**src/rtl/i2c_pkg.sv**
```systemverilog
// Shared constants for the single-byte I2C master: state encoding, slot counts
// and the default SCL half-period.
package i2c_pkg;
  localparam int SCL_HALF_DEF = 62;
  localparam int BITS_ADDR    = 8;
  localparam int BITS_DATA    = 8;

  localparam logic [3:0] IDLE   = 4'd0;
  localparam logic [3:0] START  = 4'd1;
  localparam logic [3:0] ADDR   = 4'd2;
  localparam logic [3:0] A_ACK  = 4'd3;
  localparam logic [3:0] WDATA  = 4'd4;
  localparam logic [3:0] W_ACK  = 4'd5;
  localparam logic [3:0] RDATA  = 4'd6;
  localparam logic [3:0] R_NACK = 4'd7;
  localparam logic [3:0] STOP   = 4'd8;
endpackage

```
**src/rtl/i2c_tick_gen.sv**
```systemverilog
// SCL half-period timebase: counts 0..SCL_HALF-1 while enabled, flags the
// wrap cycle (tick) and the first cycle of each half (first).
module i2c_tick_gen #(
  parameter int SCL_HALF = 62,
  parameter int CNT_W    = 8
) (
  input  logic CLK,
  input  logic Reset,
  input  logic en,
  input  logic clr,
  output logic tick,
  output logic first
);
  localparam logic [CNT_W-1:0] LAST = CNT_W'(SCL_HALF - 1);

  logic [CNT_W-1:0] cnt;

  always_ff @(posedge CLK or negedge Reset) begin
    if (!Reset)          cnt <= '0;
    else if (clr)        cnt <= '0;
    else if (en) begin
      if (cnt == LAST)   cnt <= '0;
      else               cnt <= cnt + 1'b1;
    end
  end

  assign tick  = en && (cnt == LAST);
  assign first = en && (cnt == '0);
endmodule

```
**src/rtl/i2c_master_ctrl.sv**
```systemverilog
// Single-byte I2C master: START, address+R/W, one data byte with ACK/NACK, STOP.
// Every state is made of half-periods; SDA only moves one cycle into a low half.
module i2c_master_ctrl
  import i2c_pkg::*;
#(
  parameter int SCL_HALF = SCL_HALF_DEF,
  parameter int CNT_W    = 8
) (
  input  logic       CLK,
  input  logic       Reset,
  input  logic       start,
  input  logic       rw,
  input  logic [6:0] addr,
  input  logic [7:0] wdata,
  output logic       busy,
  output logic       done,
  output logic       ack_err,
  output logic [7:0] rdata,
  output logic       SCL,
  output logic       oSDA_en,
  input  logic       iSDA
);
  logic [3:0] state;
  logic       half;     // 0: first half of the step, 1: second half
  logic [2:0] bitcnt;
  logic [7:0] sh;
  logic [7:0] wd_l;
  logic       rw_l;
  logic       tick, first;

  i2c_tick_gen #(.SCL_HALF(SCL_HALF), .CNT_W(CNT_W)) u_tick (
    .CLK(CLK), .Reset(Reset), .en(busy), .clr(!busy), .tick(tick), .first(first)
  );

  always_ff @(posedge CLK or negedge Reset) begin
    if (!Reset) begin
      state <= IDLE;  half <= 1'b0;  bitcnt <= '0;  sh <= '0;  wd_l <= '0;  rw_l <= 1'b0;
      busy <= 1'b0;   done <= 1'b0;  ack_err <= 1'b0;  rdata <= '0;
      SCL <= 1'b1;    oSDA_en <= 1'b0;
    end else begin
      done <= 1'b0;
      case (state)
        IDLE: begin
          // the done cycle still reads as idle; hold off so the host sees busy=0 first
          if (start && !done) begin
            busy <= 1'b1;  state <= START;  half <= 1'b0;  bitcnt <= '0;
            oSDA_en <= 1'b1;  ack_err <= 1'b0;  rdata <= '0;
            sh <= {addr, rw};  rw_l <= rw;  wd_l <= wdata;
          end
        end
        START: begin
          if (tick) begin
            if (!half) begin half <= 1'b1; SCL <= 1'b0; end
            else begin half <= 1'b0; state <= ADDR; end
          end
        end
        STOP: begin
          if (first && !half) oSDA_en <= 1'b1;
          if (tick) begin
            if (!half) begin half <= 1'b1; SCL <= 1'b1; end
            else begin
              half <= 1'b0;  state <= IDLE;  busy <= 1'b0;  done <= 1'b1;  oSDA_en <= 1'b0;
            end
          end
        end
        default: begin
          // bit slot: low half drives/releases SDA, high half ends with iSDA sampled
          if (first && !half) oSDA_en <= ((state == ADDR) || (state == WDATA)) && !sh[7];
          if (tick && !half) begin
            half <= 1'b1;  SCL <= 1'b1;
          end else if (tick) begin
            half <= 1'b0;  SCL <= 1'b0;  bitcnt <= bitcnt + 3'd1;  sh <= {sh[6:0], 1'b0};
            case (state)
              ADDR:  if (bitcnt == 3'(BITS_ADDR - 1)) state <= A_ACK;
              A_ACK: begin
                bitcnt <= '0;
                if (iSDA)      begin ack_err <= 1'b1; state <= STOP; end
                else if (rw_l) state <= RDATA;
                else begin     state <= WDATA; sh <= wd_l; end
              end
              WDATA: if (bitcnt == 3'(BITS_DATA - 1)) state <= W_ACK;
              W_ACK: begin ack_err <= iSDA; state <= STOP; end
              RDATA: begin
                rdata <= {rdata[6:0], iSDA};
                if (bitcnt == 3'(BITS_DATA - 1)) state <= R_NACK;
              end
              default: state <= STOP;
            endcase
          end
        end
      endcase
    end
  end
endmodule

```
**config.mk**
```make
export PLATFORM = sky130hd
export DESIGN_NAME = i2c_master_ctrl
export DESIGN_NICKNAME = d
export VERILOG_FILES = /design/src/rtl/i2c_pkg.sv /design/src/rtl/i2c_tick_gen.sv /design/src/rtl/i2c_master_ctrl.sv
export SDC_FILE = /design/constraint.sdc
export NUM_CORES = 1
export LEC_CHECK = 0
export ABC_AREA = 0
export ABC_CLOCK_PERIOD_IN_PS = 2100
export CORE_MARGIN = 3
export CORE_UTILIZATION = 49
export DETAILED_ROUTE_END_ITERATION = 8
export PLACE_DENSITY = 0.75
export SLEW_MARGIN = 20
export SYNTH_ARGS = -nofsm -noshare
export SYNTH_HDL_FRONTEND = slang
export SYNTH_SLANG_ARGS = --single-unit
```
**constraint.sdc**
```tcl
create_clock -name CLK -period 2.1 [get_ports CLK]
set_clock_uncertainty 0.1 [all_clocks]
set_input_delay 0.315 -clock CLK [delete_from_list [all_inputs] [get_ports CLK]]
set_output_delay 0.315 -clock CLK [all_outputs]
set_load 0.02 [all_outputs]
```
==> results.md, run 1 <==
- Status: complete, no violations
- Final net count: 318
- CP Data Arrival Time: 2100 ps
- Synthesized area: 2470 um2
- CTS clk-pin slew, worst paths: about 90 ps
- Max_slew headroom: around 66%
- Die height: 76.9 um
- Leakage Power: 1.40 nW
- Worst path max stage delay: ~400 ps
- GPL Wtd Cong: 0.823
- Largest net degree at the start of global routing: 24
- Share of layout cells above drive strength 1: 23.1%
- Final WS setup: 96.5 ps
- Area Growth Syn to Fin: 27.1%
- Required @ worst endpoint: 2190 ps
- Worst setup SP type: flop
- MaxCap Viol Count: 0
- Final Max Slew Viols: 0
- Syn. warnings: 0
- Fin area: 3130 um2
- Worst slack, placed: -6.17 ps
- Final setup vio count: 0
- Critical Path Fanout Max: 20
- Fillers: 409
- Routed Antenna Nets: 0
- Slowest stage cell, crit path: dfrtp_1
- First-pass GRT wire length: 9000 um
- Diode count: 0
- I/O pin cnt: 33
- Min Clock Period, post-route: 2000 ps
- Placed cell count: 351
- Fin cells: 361
- FMAX: approximately 500 MHz
- Cell count after synthesis: 242
- CTS H-tree depth: 2
- DR vias/cell: between 5 and 6
- EDFF count, synth: 0
- CTS buffer count: 5
- Hold crit path type: reg2reg
- Crit path cell chain: buf_4 > nor2_1 > o21ai_0 > a211oi_4 > buf_6 > mux2_2
- Slew @ Worst Pin: 514 ps
- Synth Area per Inst: 10.2 um2
- I/O Buffers: 32
- Critical path type: reg2reg
- Part of the Yosys area used for sequential elements: 46.7%
- RSZ-0062 raised after global routing: yes
- Wirelength, routed: approximately 5300 um
- Root Driver: clkbuf_8
- # rows: 25
- Tcrit/Tclk final: 95.4%
- Ys async rst share: 100%
- Worst setup EP type: flop
- Crit-path leading delay family: compound AO/OA/AOI/OAI gates
- Yosys cell types: 51
- Total power: 1.52 mW
- Primary FF master, synth: dfrtp_1
- DRC: 0
- Yosys reg bits: 46
- Buf/Inv on CP: 2
- Core box area: 4790 um2
- Die Wd: between 70 and 80 um
- Die area: 5920 um2
- Worst-case clock buffer depth: 2
- Hpwl dp: 3760 um
- Clk Latency, worst-skew pair: 300 ps
- Peak VDD IR: 0.000267 V
- WL per Instance: 14.7 um
- Hold Fails Final Rpt: 0
- Detailed Routing Iterations Pass 1: 4
- Area post-placement: approximately 3000 um2
- Vias in the first global route: 1,918
- Initial core utilization: 51.5%
- Initial antenna violation count: 0
- GRT Residual Overflow: 0
- Setup_tns: 0 ps
- CTS tree: yes
- Power per Cell Area: approximately 490 nW/um2
- Iter 0 DRT Violations: about 220
- Vias: 1,982
- Mapped Nets: around 270
- All-layer global routing usage: 18.7%
- CTS sink count: 46
-- power by group --
| group | total (mW) | internal [mW] | switching, mW |
|---|---|---|---|
| clock | 0.565 | 0.266 | 0.299 |
| combinational | 0.0735 | 0.0413 | 0.0322 |
| sequential | 0.885 | 0.885 | 0 |
-- per-stage QoR --
stage / utilization, % / hold slack [ps]
floorplan: - / -80.6
global placement: 62.6 / 215
detailed placement: 62.6 / 209
CTS: 64.8 / 412
global route: 65.5 / 431
finish: 65.5 / 409
-- worst paths after layout --
path | cells past startpoint | slack [ps] | end | start
setup / recovery | 6 | 100 | rdata[3] | state[0]
max in group asynchronous | 3 | 860 | SCL | Reset
hold / removal | 1 | 410 | sh[4] | sh[4]
hold reg to reg | 1 | 410 | sh[4] | sh[4]
min in group asynchronous | 2 | 430 | rdata[1] | Reset
setup reg to reg | 6 | 100 | rdata[3] | state[0]
-- cell families after synthesis --
logic type / after synthesis / synth area share, %
adders and majority gates: 5 / 2.54
muxes: 31 / 13.8
and+or+nand+nor: 78 / 16.4
DFF: 46 / 46.7
AOI/OAI and AO/OA: 51 / 14.0
buffers and inverters: 23 / 3.65
xor gates and xnor gates: 8 / 2.84
-- cells in the mapped netlist (7+ instances only) --
cell	number	area (um2)
nor2_1	28	105
mux2_2	24	270
a31oi_1	7	43.8
mux2i_1	7	70.1
clkbuf_1	7	26.3
nand3_1	7	35.0
dfrtp_1	45	1130
inv_1	9	33.8
a21oi_1	15	75.1
o21ai_0	10	50.1
nand2_1	13	48.8
-- metal layers --
metal	global-route usage (%)	wire, um	up-vias
li1	-	-	973
met1	26.7	2560	963
met2	28.7	2510	36
met3	3.29	148	10
met4	6.70	83	0
met5	0	0	-
-- worst register-to-register path, stage by stage, from the launching register on --
cell	delay (ps)
dfrtp_1	400
buf_4	210
nor2_1	240
o21ai_0	210
a211oi_4	250
buf_6	160
mux2_2	330
-- final cells by class --
| type | instances | area (um2) | share of cell area, % |
|---|---|---|---|
| inverters | 9 | 33.8 | 1.08 |
| clock buffers | 7 | 86.3 | 2.75 |
| repair buffers | 58 | 517 | 16.5 |
| flip-flops and latches | 46 | 1150 | 36.8 |
| multi-input cells | 173 | 1260 | 40.1 |
| well taps | 67 | 83.8 | 2.67 |
| clock inverters | 1 | 5.00 | 0.160 |
-- cell usage in the layout, fill, tap and decap left out, types with 3 or more instances in the layout --
cell type | Yosys | final
buf_4 | 0 | 24
nor2_1 | 28 | 28
mux2i_1 | 7 | 7
inv_1 | 9 | 9
nor3_1 | 4 | 4
ha_1 | 5 | 5
xor2_1 | 3 | 3
nand3_1 | 7 | 5
xnor2_1 | 5 | 5
o21ai_0 | 10 | 10
a21oi_1 | 15 | 13
clkdlybuf4s50_1 | 0 | 31
and3_1 | 4 | 4
nor2b_1 | 4 | 4
dfrtp_1 | 45 | 45
clkbuf_8 | 0 | 6
mux2_2 | 24 | 24
a31oi_1 | 7 | 7
nand2_1 | 13 | 12
-- repair_timing --
action,CTS,global route
hold buffers,1,0
resized for setup,1,7
setup endpoints to repair,4,20
endpoints found under the hold margin,21,0
setup buffers,0,1
pin swaps,0,1
-- registers in the layout (all words and copies together), names as in the netlist --
signal,count
rdata,8
sh,8
u_tick.cnt,8
wd_l,8
state,4
bitcnt,3
SCL,1
ack_err,1
busy,1
done,1
half,1
oSDA_en,1
rw_l,1
(Power assumes the default switching activity.)
==> inputs of run 2 (changes only) <==
--- a/config.mk
+++ b/config.mk
@@ -10,7 +10,7 @@
 export CORE_MARGIN = 3
 export CORE_UTILIZATION = 49
 export DETAILED_ROUTE_END_ITERATION = 8
-export PLACE_DENSITY = 0.75
+export PLACE_DENSITY_LB_ADDON = 0.15
 export SLEW_MARGIN = 20
 export SYNTH_ARGS = -nofsm -noshare
 export SYNTH_HDL_FRONTEND = slang
==> run 2 against run 1 <==
- power fell by 0.53%
- design area up 0.28%
- clock-buffer cell count did not move
- cell count did not move
- register-to-register slack lost 40 ps
- wire length shrank 0.21%
- sequential cell count unchanged
- highest routed layer unchanged
- largest power group unchanged
- sequential power is essentially flat
- critical path type unchanged
- die area is the same
- maximum frequency down 1.8%
- critical endpoint is now sh[7]
- clock power decreased by 2%
==> results.md, run 2 (synthesized netlist as in run 1, its figures left out) <==
- CTS H-tree depth: 2
- Iter 0 DRT Violations: 127
- Die area: approximately 5900 um2
- First-pass GRT wire length: slightly above 9000 um
- CTS clk-pin slew, worst paths: 80 ps
- # rows: 25
- Worst-case clock buffer depth: 2
- Hold Fails Final Rpt: 0
- Share of layout cells above drive strength 1: between 20 and 25%
- All-layer global routing usage: 19.1%
- Worst slack, placed: 4.76 ps
- Initial core utilization: roughly 50%
- Detailed Routing Iterations Pass 1: 4
- Diode count: 0
- Area Growth Syn to Fin: 27.4%
- Required @ worst endpoint: 2180 ps
- Critical Path Fanout Max: 20
- Final setup vio count: 0
- WL per Instance: 14.6 um
- Worst r2r path cells: 6
- Seq pwr share: 58.4%
- Peak VDD IR: 0.000369 V
- Pint: 1.19 mW
- Worst path max stage delay: ~400 ps
- Placed cell count: 351
- GPL Wtd Cong: about 0.85
- CP Data Arrival Time: 2120 ps
- CTS sink count: 46
- I/O Buffers: 32
- Initial antenna violation count: 0
- Final net count: 318
- Slowest stage cell, crit path: dfrtp_1
- Routed Antenna Nets: 0
- RSZ-0062 raised after global routing: yes
- Final Max Slew Viols: 0
- Vias: between 1,500 and 2,000
- CTS tree: yes
- Vias in the first global route: 1,843
- Largest net degree at the start of global routing: 26
- Wirelength, routed: between 5000 and 6000 um
- Most common cell after layout, fill and taps aside: dfrtp_1
- FMAX: 490 MHz
- Net Sw Power: 322 uW
- Min Hold Slack: about 410 ps
- GRT Residual Overflow: 0
- Power per Cell Area: between 400 and 500 nW/um2
- R2r endpoint: sh[7]
- Die Wd: around 77 um
- Buf/Inv on CP: 2
- I/O pin cnt: 33
- Reg2reg start: state[0]
- MaxCap Viol Count: 0
- Status: complete, no violations
- Core box area: 4790 um2
- Min Clock Period, post-route: 2040 ps
- CTS buffer count: 5
- DR vias/cell: 5.41
- Comb pwr share: slightly below 5%
- Power share of the clock group: 36.7%
- Worst setup EP type: flop
- Crit-path leading delay family: compound AO/OA/AOI/OAI gates
- Leakage Power: 1.41 nW
- Final WS setup: 58.7 ps
- DRC: 0
- Most frequent cells in the layout: dfrtp_1 (45), clkdlybuf4s50_1 (31), nor2_1 (28), mux2_2 (24), buf_4 (24)
- Fillers: a little over 400
- Die height: approximately 77 um
- Worst setup SP type: flop
- Clk Latency, worst-skew pair: 290 ps
- Tcrit/Tclk final: 97.2%
- Root Driver: clkbuf_8
- Multi-input logic area: around 1300 um2
- FF/Latch Area: 1150 um2
- Fin cells: 361
- Hold crit path type: in2async
- Net Sw Frac: about a fifth
- Max_slew headroom: around 66%
- Slew @ Worst Pin: 508 ps
- Critical path type: reg2reg
- Hpwl dp: approximately 3900 um
- Crit path cell chain: buf_4 > a211o_1 > a21oi_1 > a21oi_1 > buf_4 > mux2_2
- Reg2reg setup slack: 60 ps
[run 2: final cells by class]
| type | instances | area share [%] |
|---|---|---|
| Multi-Input combinational cell | 173 | 40.0 |
| Clock inverter | 1 | 0.159 |
| Clock buffer | 7 | 2.75 |
| Timing Repair Buffer | 58 | 16.7 |
| Sequential cell | 46 | 36.7 |
| Tap cell | 67 | 2.67 |
| Inverter | 9 | 1.07 |
[run 2: routing by layer]
metal | global-route usage [%] | vias to the layer above | routed length (um)
met1 | 28.4 | 947 | 2640
met2 | 28.9 | 36 | 2410
met5 | 0 | - | 0
met3 | 3.29 | 4 | 194
li1 | - | 965 | -
met4 | 4.89 | 0 | 42
[run 2: power by group through the flow]
| stage | Clock, mW | Combinational [mW] | Sequential (mW) |
|---|---|---|---|
| after floorplan | 0 | 0.00996 | 0.903 |
| after global placement | 0 | 0.0743 | 0.903 |
| after detailed placement | 0 | 0.0748 | 0.903 |
| after CTS | 0.571 | 0.0764 | 0.885 |
| after global routing | 0.598 | 0.0818 | 0.885 |
| final | 0.556 | 0.0743 | 0.885 |
[run 2: worst max path at each step]
stage | from | endpoint | slack (ps) | cells after the start
CTS | u_tick.cnt[1] | rdata[5] | 7 | 6
global route | u_tick.cnt[1] | rdata[4] | -20 | 7
global placement | u_tick.cnt[1] | rdata[5] | 30 | 6
detailed placement | iSDA | sh[6] | 5 | 6
finish | state[0] | sh[7] | 60 | 6
floorplan | u_tick.cnt[1] | rdata[1] | 50 | 6
[run 2: worst register-to-register path, delay by kind of cell (launching register included)]
kind	cells	cell delay, ps
buffers and inverters	2	410
AO/OA/AOI/OAI	3	740
flip-flops	1	390
multiplexers	1	290
[run 2: timing repair]
action,in CTS,in global routing
setup endpoints to repair,0,21
setup buffers,0,1
resized for setup,0,6
hold buffers,1,0
endpoints found under the hold margin,21,0
[run 2: metrics by stage]
| step | instance area, um2 | power (mW) | TNS (ps) | utilization, % |
|---|---|---|---|---|
| after floorplan | 2470 | 0.913 | 0 | - |
| after global placement | 3010 | 0.977 | 0 | 62.8 |
| after detailed placement | 3010 | 0.977 | 0 | 62.8 |
| after CTS | 3110 | 1.53 | 0 | 64.9 |
| after global routing | 3140 | 1.57 | -67.8 | 65.7 |
| final | 3140 | 1.52 | 0 | 65.7 |
